$ cat src/rtl/piso_buffer.sv
// ----------------------------------------------------------------------------
// piso_buffer
//
// Parallel-in, serial-out block buffer for the Keccak squeeze path. One load
// handshake captures a full rate-sized block. The block then leaves as WIDTH-bit
// words on a valid/ready stream, most-significant word first. This order lets a
// sipo_buffer with the same WIDTH/DEPTH rebuild the original vector. The block
// can be cut short to a programmable word count, for example 4 x 64 bits for
// SHA3-256.
//
// Optional feature (compile-time macro):
//   PISO_BACK_TO_BACK_EN  - while the last word of a block is being accepted,
//                           accept the next block in the same cycle so there
//                           is no bubble between blocks. When the macro is not
//                           defined, a load is accepted only in the idle state.
//
// Parameters:
//   WIDTH  word width in bits
//   DEPTH  words per block
//   CNT_W  width of the word-count fields (derived, do not override)
//
// Ports:
//   clk         clock, rising edge
//   rst_n       asynchronous active-low reset
//   clear       synchronous abort, discards the block in flight
//   load_valid  block available on data_in
//   load_ready  block can be accepted this cycle
//   data_in     parallel block, DEPTH*WIDTH bits
//   num_words   words to emit (0 or > DEPTH means DEPTH), sampled at load
//   out_valid   data_out holds a valid word
//   out_ready   sink accepts the word
//   data_out    current word
//   out_last    current word is the final word of the block
// ----------------------------------------------------------------------------

module piso_buffer #(
    parameter int unsigned WIDTH = 64,
    parameter int unsigned DEPTH = 17,
    parameter int unsigned CNT_W = $clog2(DEPTH + 1)
) (
    input  logic                   clk,
    input  logic                   rst_n,
    input  logic                   clear,
    input  logic                   load_valid,
    output logic                   load_ready,
    input  logic [DEPTH*WIDTH-1:0] data_in,
    input  logic [CNT_W-1:0]       num_words,
    output logic                   out_valid,
    input  logic                   out_ready,
    output logic [WIDTH-1:0]       data_out,
    output logic                   out_last
);

    typedef enum logic [0:0] {
        StIdle,
        StShift
    } state_e;

    state_e           state_q;
    logic [WIDTH-1:0] slots_q [DEPTH];
    logic [CNT_W-1:0] remaining_q;

    logic [WIDTH-1:0] load_slots  [DEPTH];
    logic [WIDTH-1:0] shift_slots [DEPTH];
    logic [CNT_W-1:0] eff_count;
    logic             load_fire;
    logic             out_fire;

    // Slot 0 takes the most-significant word, so it is the first word out.
    always_comb begin
        for (int unsigned k = 0; k < DEPTH; k++) begin
            load_slots[k] = data_in[(DEPTH - k) * WIDTH - 1 -: WIDTH];
        end
    end

    // After each accepted word, the slots move one place toward slot 0.
    always_comb begin
        for (int unsigned k = 0; k + 1 < DEPTH; k++) begin
            shift_slots[k] = slots_q[k + 1];
        end
        shift_slots[DEPTH - 1] = '0;
    end

    // A zero or out-of-range count means a full block.
    always_comb begin
        if (num_words == '0 || num_words > CNT_W'(DEPTH)) begin
            eff_count = CNT_W'(DEPTH);
        end else begin
            eff_count = num_words;
        end
    end

    // The stream outputs depend only on registered state. out_ready never
    // reaches out_valid or data_out.
    always_comb begin
        out_valid = (state_q == StShift);
        out_last  = out_valid && (remaining_q == CNT_W'(1));
        data_out  = out_valid ? slots_q[0] : '0;
    end

`ifdef PISO_BACK_TO_BACK_EN
    // The next block may enter in the same cycle as the current last word.
    always_comb begin
        load_ready = !clear && ((state_q == StIdle) || (out_last && out_ready));
    end
`else
    always_comb begin
        load_ready = !clear && (state_q == StIdle);
    end
`endif

    // A word accepted while clear is high is dropped along with the block.
    assign out_fire  = out_valid && out_ready && !clear;
    assign load_fire = load_valid && load_ready;

    always_ff @(posedge clk or negedge rst_n) begin
        if (!rst_n) begin
            state_q     <= StIdle;
            remaining_q <= '0;
            slots_q     <= '{default: '0};
        end else if (clear) begin
            state_q     <= StIdle;
            remaining_q <= '0;
            slots_q     <= '{default: '0};
        end else begin
            unique case (state_q)
                StIdle: begin
                    if (load_fire) begin
                        slots_q     <= load_slots;
                        remaining_q <= eff_count;
                        state_q     <= StShift;
                    end
                end
                StShift: begin
                    if (load_fire) begin
                        // A back-to-back load replaces the block that is just ending.
                        slots_q     <= load_slots;
                        remaining_q <= eff_count;
                        state_q     <= StShift;
                    end else if (out_fire) begin
                        slots_q     <= shift_slots;
                        remaining_q <= remaining_q - CNT_W'(1);
                        if (out_last) begin
                            state_q <= StIdle;
                        end
                    end
                end
                default: begin
                    state_q <= StIdle;
                end
            endcase
        end
    end

endmodule

$ cat config.mk
export PLATFORM = sky130hd
export DESIGN_NAME = piso_buffer
export DESIGN_NICKNAME = d
export VERILOG_FILES = /design/src/rtl/piso_buffer.sv
export SDC_FILE = /design/constraint.sdc
export NUM_CORES = 2
export LEC_CHECK = 0
export CORE_AREA = 2 2 450 452
export DETAILED_ROUTE_END_ITERATION = 7
export DIE_AREA = 0 0 452 454
export MAX_ROUTING_LAYER = met4
export PLACE_DENSITY_LB_ADDON = 0.05
export REMOVE_ABC_BUFFERS = 1
export SLEW_MARGIN = 20
export SYNTH_ARGS = -nofsm -noshare
export SYNTH_HDL_FRONTEND = slang
export SYNTH_SLANG_ARGS = --single-unit
export TNS_END_PERCENT = 20
$ cat constraint.sdc
create_clock -name clk -period 2.5 [get_ports clk]
set_clock_uncertainty 0.15 [all_clocks]
set_input_delay 0.375 -clock clk [delete_from_list [all_inputs] [get_ports clk]]
set_output_delay 0.375 -clock clk [all_outputs]
set_load 0.01 [all_outputs]
Word level (Yosys, flattened, before mapping). Index checks and enable logic that the tools add are counted.

Input bits: 1098. Bits in registers: 1094. Word-level logic and storage cells: 52. Output and inout port bits: 67.

Multiplexer cells: 18. Reductions and logical operators: 9. $lt $le $gt $ge: 1. Bitwise operators: 1. Add/sub/neg operators: 1. Eq/ne operators: 3.

Operators with widths (count): $mux W1088 (4); $pmux W1088 S2 (1); $mux W64 (1); $mux W5 (5); $pmux W5 S2 (1); $eq A5 B1 Y1 const B (1); $gt A5 B5 Y1 const B (1); $logic_and A1 B1 Y1 (5); $logic_not A5 Y1 (1); $mux W1 (5); $sub A5 B1 Y5 const B (1); $ne A4 B2 Y1 const B (1); $ne A3 B3 Y1 const B (1); $pmux W1 S2 (1); $reduce_and A2 Y1 (1); $logic_not A1 Y1 (1); $logic_or A1 B1 Y1 (1); $not A1 Y1 (1).

Logic depth before layout (Yosys ltp).
Word-level depth: 7. Mapped depth: 8. Depth with buffers taken out: 5.

Worst setup path before layout. No wires, ideal clock.

Kind: reg2reg. Start: register state_q, in the netlist out_valid. End: register slots_q, in the netlist shift_slots[898]. Path buffers: 4. Data arrival time: 1.624 ns. Required time: 2.273 ns. Stages on the path, launching flop included: 8. Clock period less this slack: 1.852 ns. Setup slack: 0.648 ns. Setup time: 0.077 ns. Cell sequence: dfrtp_1 buf_2 nor2_4 buf_4 buf_2 clkbuf_1 a22oi_1 a21oi_1.

Word-level cells in the longest chain between the ends: 6. Elaborated cells between the ends (all ways): 11. Classes of those cells: eq/ne: 2; mux: 3; bitwise: 1; reduce/logical: 5.

RTL lines: from (decl) (line 59) `state_e state_q;`; from (signal assigned) (line 118) `state_q <= StIdle;`; from (signal assigned) (line 122) `state_q <= StIdle;`; from (signal assigned) (line 131) `state_q <= StShift;`; $not A1 Y1; $logic_and A1 B1 Y1 (line 108) `load_ready = !clear && (state_q == StIdle);`; $logic_and A1 B1 Y1 (line 114) `assign load_fire = load_valid && load_ready;`; $mux W1088 (line 135) `if (load_fire) begin`; $pmux W1088 S2 (line 126) `unique case (state_q)`; $mux W1088 (line 121) `end else if (clear) begin`; to (signal assigned) (line 129) `slots_q <= load_slots;`; to (signal assigned) (line 137) `slots_q <= load_slots;`; to (signal assigned) (line 141) `slots_q <= shift_slots;`; to (decl) (line 60) `logic [WIDTH-1:0] slots_q [DEPTH];`.

Parallel ways exist; a longest one is shown, timed or not. A chain may end at the register's enable or synchronous reset.

Worst setup path after layout.
Start: register state_q, in the netlist out_valid. End: output data_out[44].

Word-level cells in the longest chain between the ends: 1.

RTL lines: $mux W64 (line 98) `data_out = out_valid ? slots_q[0] : '0;`; to (decl) (line 50) `output logic [WIDTH-1:0] data_out,`.

Every way passes these cells.

==> impl_metrics.py <==
metrics = {
    "global_route": {
        "global_route_wire_length_before_repair_um": 346600,
        "grt_antenna_before_repair": 192,
        "maximum_number_of_pins_on_one_net_before_global_route_repair": 169,
        "track_usage_pct": 23.37,
        "globalRouteOverflowTotal": 0,
        "grt_pass1_vias": 46972,
    },
    "yosys": {
        "postSynth.topFlopCell": "sky130_fd_sc_hd__dfrtp_1",
        "top_area_cells_in_the_synthesized_netlist": "sky130_fd_sc_hd__dfrtp_1 56%, sky130_fd_sc_hd__a22oi_1 16%, sky130_fd_sc_hd__a21oi_1 10%",
        "ys_seq_area_share_pct": 55.87,
        "synth_top_cell_by_area": "sky130_fd_sc_hd__dfrtp_1",
        "yosysTopAreaCellShare_pct": 55.87,
        "synth_edf_count": 0,
        "postSynthCellCount": 4927,
        "ys_seq_elements": 1094,
        "mappedNetlistArea_um2": 49000,
        "synthesis.area_per_instance_um2": 9.944,
        "asyncSetResetFlopFracSynth_pct": 100.0,
        "synth_commonest_cells": "1094 x sky130_fd_sc_hd__dfrtp_1, 1027 x sky130_fd_sc_hd__a21oi_1, 1027 x sky130_fd_sc_hd__nor3_1, 1024 x sky130_fd_sc_hd__a22oi_1, 427 x sky130_fd_sc_hd__clkbuf_1",
        "netlist-cell-type-count": 33,
        "ys_warn_count": 0,
        "yosys.cell_count.top_type": "sky130_fd_sc_hd__dfrtp_1",
    },
    "clocking": {
        "htree_num_levels": 4,
        "clock_tree.buffer_depth": 3,
        "clk-insertion-delay-late_ps": 790,
        "root_buffer_cell": "sky130_fd_sc_hd__clkbuf_16",
        "clk_pin_slew_worst_paths_ps": 60,
        "tritoncts.num_buffers": 142,
        "tritoncts": "yes",
        "numClockSinks": 1094,
    },
    "run_status": {
        "violations": "setup timing",
        "status": "complete, but fails checks",
    },
    "sta": {
        "hold_viol": 0,
        "post-route-min-period_ps": 2625,
        "max_slew.worst_pin.slew_ps": 1156,
        "totalNegativeSetupSlack_ps": -2534,
        "clock.fmax_ghz": 0.3810,
        "finalWorstSetupSlack_ps": -125.0,
        "slew_headroom_pct": 22.93,
        "timing.final.setup_violations": 56,
        "setup_repair_after_global_routing_missed_its_margin": "true",
        "slew_violations": 0,
        "worst_hold_margin_ps": 62.17,
        "final_min_period_over_clock_period_pct": 105.0,
    },
    "critical_path": {
        "reg2reg_setup_slack_ps": 30,
        "crit_required_ps": 1980,
        "worst_setup_path_start_kind": "flip-flop",
        "worstSetupEndpointType": "output port",
        "cp-endpoint": "data_out[44]",
        "timing.critical_path.slowest_cell_delay_ps": 500,
        "list_of_cells_traversed_by_the_critical_path": "buf_12 -> buf_12 -> buf_12 -> buf_6 -> and2_4 -> buf_6",
        "path_max_fanout": 7,
        "worst-setup-path-type": "reg -> out",
        "critPathLaunch": "out_valid",
        "slowest_stage": "sky130_fd_sc_hd__dfrtp_4",
        "critical_path.reg2reg.endpoint": "shift_slots[643]",
        "critical_path_arrival_ps": 2100,
        "worst-r2r-cell-count": 7,
        "crit_path_frequent_cell": "sky130_fd_sc_hd__buf_12",
        "reg2reg_from": "out_valid",
    },
    "placement": {
        "place.gp.congestion": 0.8454,
        "post-dp-hpwl_um": 166900,
        "dpl_cell_area_um2": 64800,
        "i_o_buffers": 1164,
        "dpl.cell_count": 8398,
    },
    "power": {
        "switching_share_of_total_power_pct": 29.66,
        "power_frac_seq_pct": 41.3,
        "internal_power_uw": 37580,
        "power_density_nw_per_um2": 755.9,
        "max-vdd-ir-drop_uv": 661.9,
        "total_switching_power_uw": 15850,
        "clockPowerShare_pct": 38.7,
        "lkg_pwr_uw": 0.02754,
        "p_comb_share_pct": 20.0,
    },
    "route": {
        "drt_iter0_drc": 3738,
        "route.final.wire_length_um": 243200,
        "detailedRoute.firstPassIterationCount": 5,
        "route.vias.total": 46671,
        "routed_via_density": 5.290,
        "post-route-drc-count": 0,
        "routed_wire_length_per_instance_um": 27.57,
        "final_antenna_net_count": 0,
    },
    "die": {
        "floorplan.die_area_um2": 205200,
        "die-width_um": 452,
        "io_pins": 1165,
        "initial_util_pct": 24.39,
        "floorplan.core_area_um2": 200900,
        "fp-row-count": 165,
        "die_h_um": 454,
    },
    "finish": {
        "layout-area-overhead-vs-synth_pct": 44.28,
        "layout.filler_cells": 20648,
        "instances_no_fill": 8823,
        "sequential_cell_area_um2": 27380,
        "nNetsFinal": 7040,
        "final_design_area_no_fill_um2": 70690,
        "layout-drive-gt1-share_pct": 9.595,
        "multi_input_comb_area_um2": 19330,
    },
    "job": {
        "cap_viol_max_count": 0,
    },
    "min_path": {
        "hp-class": "in -> reg",
        "whs_path_depth": 2,
    },
}
==> placed cells by master (no fill, tap or decap), types with 3 or more instances in the layout <==
| cell | instances |
|---|---|
| sky130_fd_sc_hd__buf_16 | 11 |
| sky130_fd_sc_hd__inv_6 | 6 |
| sky130_fd_sc_hd__a21oi_2 | 7 |
| sky130_fd_sc_hd__nor4_1 | 3 |
| sky130_fd_sc_hd__a21oi_1 | 1020 |
| sky130_fd_sc_hd__a22o_1 | 64 |
| sky130_fd_sc_hd__clkbuf_1 | 33 |
| sky130_fd_sc_hd__dlygate4sd2_1 | 4 |
| sky130_fd_sc_hd__buf_12 | 118 |
| sky130_fd_sc_hd__bufinv_16 | 4 |
| sky130_fd_sc_hd__clkbuf_16 | 149 |
| sky130_fd_sc_hd__clkdlybuf4s15_2 | 5 |
| sky130_fd_sc_hd__and2_1 | 32 |
| sky130_fd_sc_hd__diode_2 | 106 |
| sky130_fd_sc_hd__o22ai_1 | 3 |
| sky130_fd_sc_hd__clkbuf_8 | 36 |
| sky130_fd_sc_hd__inv_1 | 4 |
| sky130_fd_sc_hd__dlygate4sd3_1 | 47 |
| sky130_fd_sc_hd__nor3_1 | 1027 |
| sky130_fd_sc_hd__buf_4 | 111 |
| sky130_fd_sc_hd__inv_16 | 3 |
| sky130_fd_sc_hd__clkinv_2 | 14 |
| sky130_fd_sc_hd__a22oi_1 | 1024 |
| sky130_fd_sc_hd__and2_4 | 33 |
| sky130_fd_sc_hd__buf_6 | 38 |
| sky130_fd_sc_hd__dfrtp_1 | 1093 |
| sky130_fd_sc_hd__clkdlybuf4s50_1 | 1095 |
| sky130_fd_sc_hd__buf_8 | 3 |
| sky130_fd_sc_hd__buf_2 | 25 |
| sky130_fd_sc_hd__clkinv_8 | 3 |
==> routing by layer <==
layer  part of all wire (%)  GRT usage (%)  vias to the layer above
met5                      0              -                        -
met4                    4.1          11.27                        0
met3                    4.6          3.643                      496
met2                     51          37.71                     1616
met1                     41          28.54                    23547
li1                       -              -                    21012
==> cell families (layout without fill, tap and decap cells) <==
kind of cell,count (synthesis),count (layout),synth area share [%]
other cells,0,106,0
mux,1,1,0.03064
compound gates,2126,2126,27.50
buf+inv,596,1714,4.995
fa+ha+maj,2,2,0.05107
simple gates,1108,1108,11.55
flops,1094,1094,55.87
==> power groups by stage <==
| stage | Combinational [uW] | Sequential, uW | Clock, uW |
|---|---|---|---|
| final | 10700 | 22100 | 20700 |
| after global routing | 11700 | 22400 | 22100 |
| after CTS | 10700 | 22000 | 21400 |
| after detailed placement | 10400 | 22400 | 0 |
| after global placement | 10300 | 22300 | 0 |
| after floorplan | 6240 | 21800 | 0 |
==> critical path: cells and delay by family, from the launching register on <==
kind | cells | cell delay, ps
simple gates | 1 | 130
buf+inv | 5 | 660
flops | 1 | 500
==> flip-flops by register name, indices dropped and copies added (netlist names) <==
| signal | cells |
|---|---|
| out_valid | 1 |
| shift_slots | 1024 |
| remaining_q | 5 |
| slots_q | 64 |
==> layout make-up <==
class | instances | area share (%)
antenna | 106 | 0.3752
timing repair buffer | 1461 | 22.21
clock inverter | 34 | 0.5434
inverter | 4 | 0.02124
multi-input combinational | 3237 | 27.34
sequential | 1094 | 38.73
tap | 2672 | 4.729
clock buffer | 215 | 6.045
==> through the flow <==
step	utilization (%)	setup slack (ps)	power, uW
after floorplan	-	-34890	28030
after global placement	32.26	7.011	32630
after detailed placement	32.26	-14.83	32730
after CTS	34.97	-218.0	54130
after global routing	35.17	-200.8	56180
final	35.19	-125.0	53430
==> timing repair <==
action,4_1_cts,5_1_grt
buffers inserted,14,1
cloned,6,3
endpoints found under the setup margin,67,309
pin swaps,1,1
hold buffers,47,0
resized for setup,329,26
endpoints found under the hold margin,936,0
==> how the worst min path moves through the flow <==
stage	start	end	slack [ps]
global route	data_in[44]	shift_slots[108]	20
detailed placement	rst_n	shift_slots[891]	230
floorplan	rst_n	out_valid	-70
CTS	data_in[10]	shift_slots[74]	1
finish	data_in[10]	shift_slots[74]	60
global placement	rst_n	shift_slots[160]	220
(Power assumes the default switching activity.)
